[src/rtl/piggy_coin_counter.sv]
// Piggy-bank coin accumulator: short press deposits coin_sel value (saturating), long press empties.
// Optional PIGGY_GOAL_LOCK_EN: once goal is reached, short presses are ignored until the bank is emptied.
module piggy_coin_counter #(
    parameter int WIDTH       = 8,
    parameter int LONG_CYCLES = 1000,
    parameter int GOAL        = 100
) (
    input  logic             clk,
    input  logic             rst,
    input  logic             btn,
    input  logic [1:0]       coin_sel,
    output logic [WIDTH-1:0] total,
    output logic             deposit,
    output logic             emptied,
    output logic             goal,
    output logic             sat
);

    localparam int HW = $clog2(LONG_CYCLES + 1);
    localparam logic [HW-1:0]    LONG_V = HW'(LONG_CYCLES);
    localparam logic [WIDTH-1:0] GOAL_V = WIDTH'(GOAL);
`ifdef PIGGY_GOAL_LOCK_EN
    localparam bit LOCK = 1'b1;
`else
    localparam bit LOCK = 1'b0;
`endif

    typedef enum logic [1:0] {WAIT_REL, IDLE, PRESS, HELD} state_t;

    state_t            state, state_nx;
    logic [HW-1:0]     hold_cnt, hold_cnt_nx, hold_inc;
    logic [WIDTH-1:0]  total_nx;
    logic              sat_nx, deposit_nx, emptied_nx;
    logic [3:0]        coin_val;
    logic [WIDTH:0]    sum;

    always_comb begin
        coin_val = 4'd1;
        case (coin_sel)
            2'b00:   coin_val = 4'd1;
            2'b01:   coin_val = 4'd2;
            2'b10:   coin_val = 4'd5;
            default: coin_val = 4'd10;
        endcase
    end

    // One extra bit so the carry out flags the clamp.
    assign sum      = {1'b0, total} + (WIDTH+1)'(coin_val);
    assign hold_inc = hold_cnt + 1'b1;
    assign goal     = (total >= GOAL_V);

    always_comb begin
        state_nx    = state;
        hold_cnt_nx = hold_cnt;
        total_nx    = total;
        sat_nx      = sat;
        deposit_nx  = 1'b0;
        emptied_nx  = 1'b0;
        case (state)
            WAIT_REL: begin
                hold_cnt_nx = '0;
                if (!btn) state_nx = IDLE;
            end
            IDLE: begin
                if (btn) begin
                    state_nx    = PRESS;
                    hold_cnt_nx = HW'(1);
                end else begin
                    hold_cnt_nx = '0;
                end
            end
            PRESS: begin
                if (btn) begin
                    hold_cnt_nx = hold_inc;
                    if (hold_inc == LONG_V) begin
                        total_nx   = '0;
                        sat_nx     = 1'b0;
                        emptied_nx = 1'b1;
                        state_nx   = HELD;
                    end
                end else begin
                    state_nx    = IDLE;
                    hold_cnt_nx = '0;
                    if (!(LOCK && goal)) begin
                        deposit_nx = 1'b1;
                        if (sum[WIDTH]) begin
                            total_nx = '1;
                            sat_nx   = 1'b1;
                        end else begin
                            total_nx = sum[WIDTH-1:0];
                        end
                    end
                end
            end
            HELD: begin
                // hold_cnt stays at LONG_CYCLES until release
                if (!btn) begin
                    state_nx    = IDLE;
                    hold_cnt_nx = '0;
                end
            end
            default: state_nx = WAIT_REL;
        endcase
    end

    always_ff @(posedge clk) begin
        if (rst) begin
            state    <= WAIT_REL;
            hold_cnt <= '0;
            total    <= '0;
            sat      <= 1'b0;
            deposit  <= 1'b0;
            emptied  <= 1'b0;
        end else begin
            state    <= state_nx;
            hold_cnt <= hold_cnt_nx;
            total    <= total_nx;
            sat      <= sat_nx;
            deposit  <= deposit_nx;
            emptied  <= emptied_nx;
        end
    end

endmodule

[config.mk]
export PLATFORM = sky130hd
export DESIGN_NAME = piggy_coin_counter
export DESIGN_NICKNAME = d
export VERILOG_FILES = /design/src/rtl/piggy_coin_counter.sv
export SDC_FILE = /design/constraint.sdc
export NUM_CORES = 1
export LEC_CHECK = 0
export BUFFER_PORTS_ARGS = -buffer_cell sky130_fd_sc_hd__buf_2
export CAP_MARGIN = 20
export CORE_AREA = 2 2 61 63
export CTS_CLUSTER_DIAMETER = 200
export DETAILED_ROUTE_END_ITERATION = 8
export DIE_AREA = 0 0 63 65
export SLEW_MARGIN = 20
export SYNTH_ARGS = -nofsm -noshare
export SYNTH_HDL_FRONTEND = slang
export SYNTH_SLANG_ARGS = --single-unit
[constraint.sdc]
create_clock -name clk -period 2.65 [get_ports clk]
set_clock_uncertainty 0.2 [all_clocks]
set_input_delay 0.265 -clock clk [delete_from_list [all_inputs] [get_ports clk]]
set_output_delay 0.265 -clock clk [all_outputs]
set_load 0.02 [all_outputs]
Word-level counts from Yosys, hierarchy flattened --
Cells that the tools add are included.
Storage, ports and cells: bits in registers 23, output and inout port bits 12, word-level logic and storage cells 49
Cells by class: add/subtract/negate cells 2, $lt $le $gt $ge 1, equality and inequality tests 11, multiplexer cells 18, bitwise gates (word level) 2, reduce and logical (&&, ||, !) cells 9
Operators with widths (number):
- $pmux 10 s4 | 1
- $mux 8 | 3
- $mux 10 | 2
- $pmux 4 s3 | 1
- $add 10x1->10 const B | 1
- $eq 10x10->1 const B | 1
- $add 8x4->9 | 1
- $ge 8x7->1 const B | 1
- $mux 2 | 4
- $eq 2x2->1 const B | 3
- $mux 1 | 6
- $ne 2x2->1 const B | 3
- $pmux 2 s3 | 1
- $reduce_and 3->1 | 2
- $eq 2x1->1 const B | 2
- $logic_not 2->1 | 2
- $reduce_or 2->1 | 2
- $ne 3x3->1 const B | 1
- $reduce_or 3->1 | 1
- $ne 2x1->1 const B | 1
- $not 1->1 | 2
- $reduce_and 2->1 | 1
- $reduce_bool 2->1 | 1

Longest topological paths before layout --
depth after elaboration 5, gate-level depth with buffers 10

Least setup slack after synthesis --
No wires, ideal clock.
kind register to register, from register total[0], to register total[5], arrival time 1.976 ns, path slack 0.338 ns, stages on the path, launching flop included 9, path through dfxtp_1 -> ha_1 -> fa_1 -> a21o_1 -> a21o_1 -> and2_1 -> nor2b_1 -> nor3_1 -> a2111oi_2
Between the ends: longest elaborated chain between the ends 3
Ends and longest elaborated chain:
- start, declared | RTL line 12 | output logic [WIDTH-1:0] total,
- start signal, assigned | RTL line 117 | total <= total_nx;
- $add 8x4->9 | RTL line 48 | assign sum = {1'b0, total} + (WIDTH+1)'(coin_val);
- $mux 8 | RTL line 86 | if (sum[WIDTH]) begin
- $mux 8 | RTL line 73 | if (btn) begin
Every way passes these cells. A chain may end at the register's enable or synchronous reset.

Final worst setup path --
from register hold_cnt[0], to register state[0]
Between the ends: longest elaborated chain between the ends 4
Ends and longest elaborated chain:
- start, declared | RTL line 31 | logic [HW-1:0] hold_cnt, hold_cnt_nx, hold_inc;
- start signal, assigned | RTL line 116 | hold_cnt <= hold_cnt_nx;
- $add 10x1->10 | RTL line 49 | assign hold_inc = hold_cnt + 1'b1;
- $eq 10x10->1 | RTL line 75 | if (hold_inc == LONG_V) begin
- $ne 3x3->1 (no source line)
- $reduce_and 3->1 (no source line)
- end signal, assigned | RTL line 115 | state <= state_nx;
- end, declared | RTL line 30 | state_t state, state_nx;
Every way passes these cells.

==> impl_metrics.env <==
export IMPL_avgSynthCellArea_sq_um=7.878
export IMPL_placed_area_sq_um=1567
export IMPL_clkPwrFrac_pct=17.9
export IMPL_worstHoldPathType="input pin to register"
export IMPL_synth_cell_types=44
export IMPL_syn2layout_area_growth_pct=11.08
export IMPL_drt_wl_total_mm=3.262
export IMPL_synth_cells=182
export IMPL_switching_share_pct=36.90
export IMPL_wl_per_cell_um=13.26
export IMPL_critPathKind="register to register"
export IMPL_die_w_um=63
export IMPL_numCtsBuffers=3
export IMPL_first_iter_violations=50
export IMPL_status="finished clean"
export IMPL_viasPerCell=5.553
export IMPL_die_h_um=65
export IMPL_grt_pass1_vias=1254
export IMPL_start_util_pct=41.02
export IMPL_ios=17
export IMPL_vias=1366
export IMPL_syn_area_sq_um=1434
export IMPL_fin_setup_tns_ns=0
export IMPL_synth_top_area_cell="dfxtp_1"
export IMPL_insertion_delay_ns=0.31
export IMPL_synth_edf_count=0
export IMPL_grt_setup_unrepaired="false"
export IMPL_critical_path_max_fanout=7
export IMPL_power_frac_seq_pct=45.1
export IMPL_peakVddDrop_v=0.0003571
export IMPL_place_hpwl_mm=2.405
export IMPL_grtUsageTotal_pct=16.58
export IMPL_cts_setup_buffers=0
export IMPL_drv_cap=0
export IMPL_antenna_cells=0
export IMPL_dominantRegCellSynth="dfxtp_1"
export IMPL_holdBufCountCts=0
export IMPL_async_reset_ff_share_pct=0
export IMPL_drc=0
export IMPL_overflow=0
export IMPL_clk_pin_slew_ns=0.13
export IMPL_synth_area_top_cells="dfxtp_1 32%, ha_1 7.9%, nor2_1 6.5%"
export IMPL_finalSetupViolations=0
export IMPL_portBuffers=16
export IMPL_fin_nets=214
export IMPL_period_needed_ns=2.431
export IMPL_cts_resized=0
export IMPL_antenna_found_initial=0
export IMPL_crit_path_start_kind="register"
export IMPL_ctsHtreeMaxLevel=1
export IMPL_grt_max_degree=25
export IMPL_drive_gt1_share_pct=14.14
export IMPL_synth_warnings=0
export IMPL_seq_area_frac_synth_pct=32.11
export IMPL_cts_tree="built"
export IMPL_comb_power_share_pct=36.9
export IMPL_die_area_sq_um=4095
export IMPL_relSlewSlack_pct=69.60
export IMPL_max_freq_ghz=0.4114
export IMPL_critPathRequiredTime_ns=2.67
export IMPL_p_per_area_nw_per_um2=568.8
export IMPL_grt_pass1_wl_mm=5.395
export IMPL_hold_violations=0
export IMPL_drv_slew=0
export IMPL_cts_buffer_depth=2
export IMPL_fin_area_sq_um=1593
export IMPL_worstPathArrival_ns=2.45
export IMPL_ant_nets=0
export IMPL_p_sw_mw=0.3343
export IMPL_holdWs_ns=0.1625
export IMPL_num_rows=22
export IMPL_drtPass1Iterations=4
export IMPL_n_fill_cell=377
export IMPL_finalCritPeriodShare_pct=91.73
export IMPL_core_area_sq_um=3496
export IMPL_gp_congestion=0.7654
export IMPL_p_leak_nw=0.6036
export IMPL_netlist_area_leader_share_pct=32.11
export IMPL_clockRootBuffer="clkbuf_4"
export IMPL_synth_seq_cells=23
export IMPL_synth_nets=197
export IMPL_worst_slew_pin_slew_ns=0.4561
export IMPL_worst_setup_path_end_kind="register"
export IMPL_p_int_mw=0.5717
export IMPL_clock_sinks=23
worst max-delay path, stage by stage, from the launching register on:
cell,delay (ns)
dfxtp_1,0.46
ha_1,0.23
nand2_1,0.12
nor4_1,0.42
o2bb2ai_1,0.24
o21ai_4,0.15
o21ai_2,0.20
mux2_4,0.31
cells in the final DEF, fill, tap and decap left out, types with 2 or more instances in the layout:
master	netlist	final
a21o_1	3	3
a21oi_1	11	11
a311oi_1	5	5
a31oi_1	7	7
and2_1	4	4
and3_1	2	2
buf_2	3	16
buf_4	0	3
clkbuf_4	0	3
dfxtp_1	23	23
ha_1	9	9
inv_1	6	6
nand2_1	18	18
nand2b_1	3	3
nand3_1	9	9
nand4b_1	2	2
nor2_1	25	25
nor2b_1	4	4
nor3_1	7	7
nor4_1	2	2
o21a_1	2	2
o21ai_0	8	8
o21bai_1	2	2
or3_1	2	2
metal layers:
metal	routed length (um)	track usage, %	vias to the layer above
li1	-	-	695
met2	1554	28.32	19
met3	89	2.951	5
met4	38	5.833	0
met1	1580	20.97	647
met5	0	0	-
cell type report:
class	count	area, sq um	share of cell area [%]
Tap cell	48	60.06	3.771
Timing Repair Buffer	19	102.6	6.441
Inverter	6	22.52	1.414
Clock buffer	4	26.28	1.650
Sequential cell	23	460.4	28.91
Multi-Input combinational cell	146	920.9	57.82
cells by family after synthesis:
| family | synth area share, % |
|---|---|
| adder cells (fa/ha/maj) | 9.250 |
| AO/OA/AOI/OAI | 24.96 |
| multiplexers | 1.047 |
| XOR/XNOR | 0.6109 |
| AND/OR/NAND/NOR | 28.36 |
| buffers and inverters | 3.664 |
| flip-flops | 32.11 |
synthesized netlist by cell type, types with 2 or more instances:
cell type,n
nor2_1,25
dfxtp_1,23
nand2_1,18
a21oi_1,11
ha_1,9
nand3_1,9
o21ai_0,8
a31oi_1,7
nor3_1,7
inv_1,6
a311oi_1,5
and2_1,4
clkbuf_1,4
nor2b_1,4
a21o_1,3
buf_2,3
nand2b_1,3
and3_1,2
nand4b_1,2
nor4_1,2
o21a_1,2
o21bai_1,2
or3_1,2
power groups by stage:
stage	clock [mW]	sequential [mW]	combinational, mW
2_1_floorplan	0	0.426	0.237
3_3_place_gp	0	0.415	0.321
3_5_place_dp	0	0.418	0.333
4_1_cts	0.168	0.410	0.334
5_1_grt	0.178	0.415	0.371
6_report	0.162	0.409	0.335
flip-flops by register name, summed over array words and instances, names as in the netlist:
register / count
sat: 1
deposit: 1
total: 8
state: 2
emptied: 1
hold_cnt: 10
path summary, 6_finish.rpt:
kind	startpoint	end	slack, ns	cells past startpoint
worst max-delay path	hold_cnt[0]$_SDFFE_PP0P_	state[0]$_SDFFE_PP0P_	0.22	7
worst min-delay path	rst	hold_cnt[1]$_SDFFE_PP0P_	0.16	2
worst max register to register	hold_cnt[0]$_SDFFE_PP0P_	state[0]$_SDFFE_PP0P_	0.22	7
worst min register to register	sat$_SDFFE_PP0P_	sat$_SDFFE_PP0P_	0.29	2
metrics by stage:
| step | instances | power, mW | utilization, % | setup slack, ns |
|---|---|---|---|---|
| 2_1_floorplan | 182 | 0.6636 | - | 0.3385 |
| 3_3_place_gp | 242 | 0.7365 | 44.81 | 0.2023 |
| 3_5_place_dp | 242 | 0.7509 | 44.81 | 0.1085 |
| 4_1_cts | 246 | 0.9123 | 45.56 | 0.2039 |
| 5_1_grt | 246 | 0.9636 | 45.56 | 0.08555 |
| 6_report | 246 | 0.9060 | 45.56 | 0.2193 |
Power figures use the tool's default switching activity.
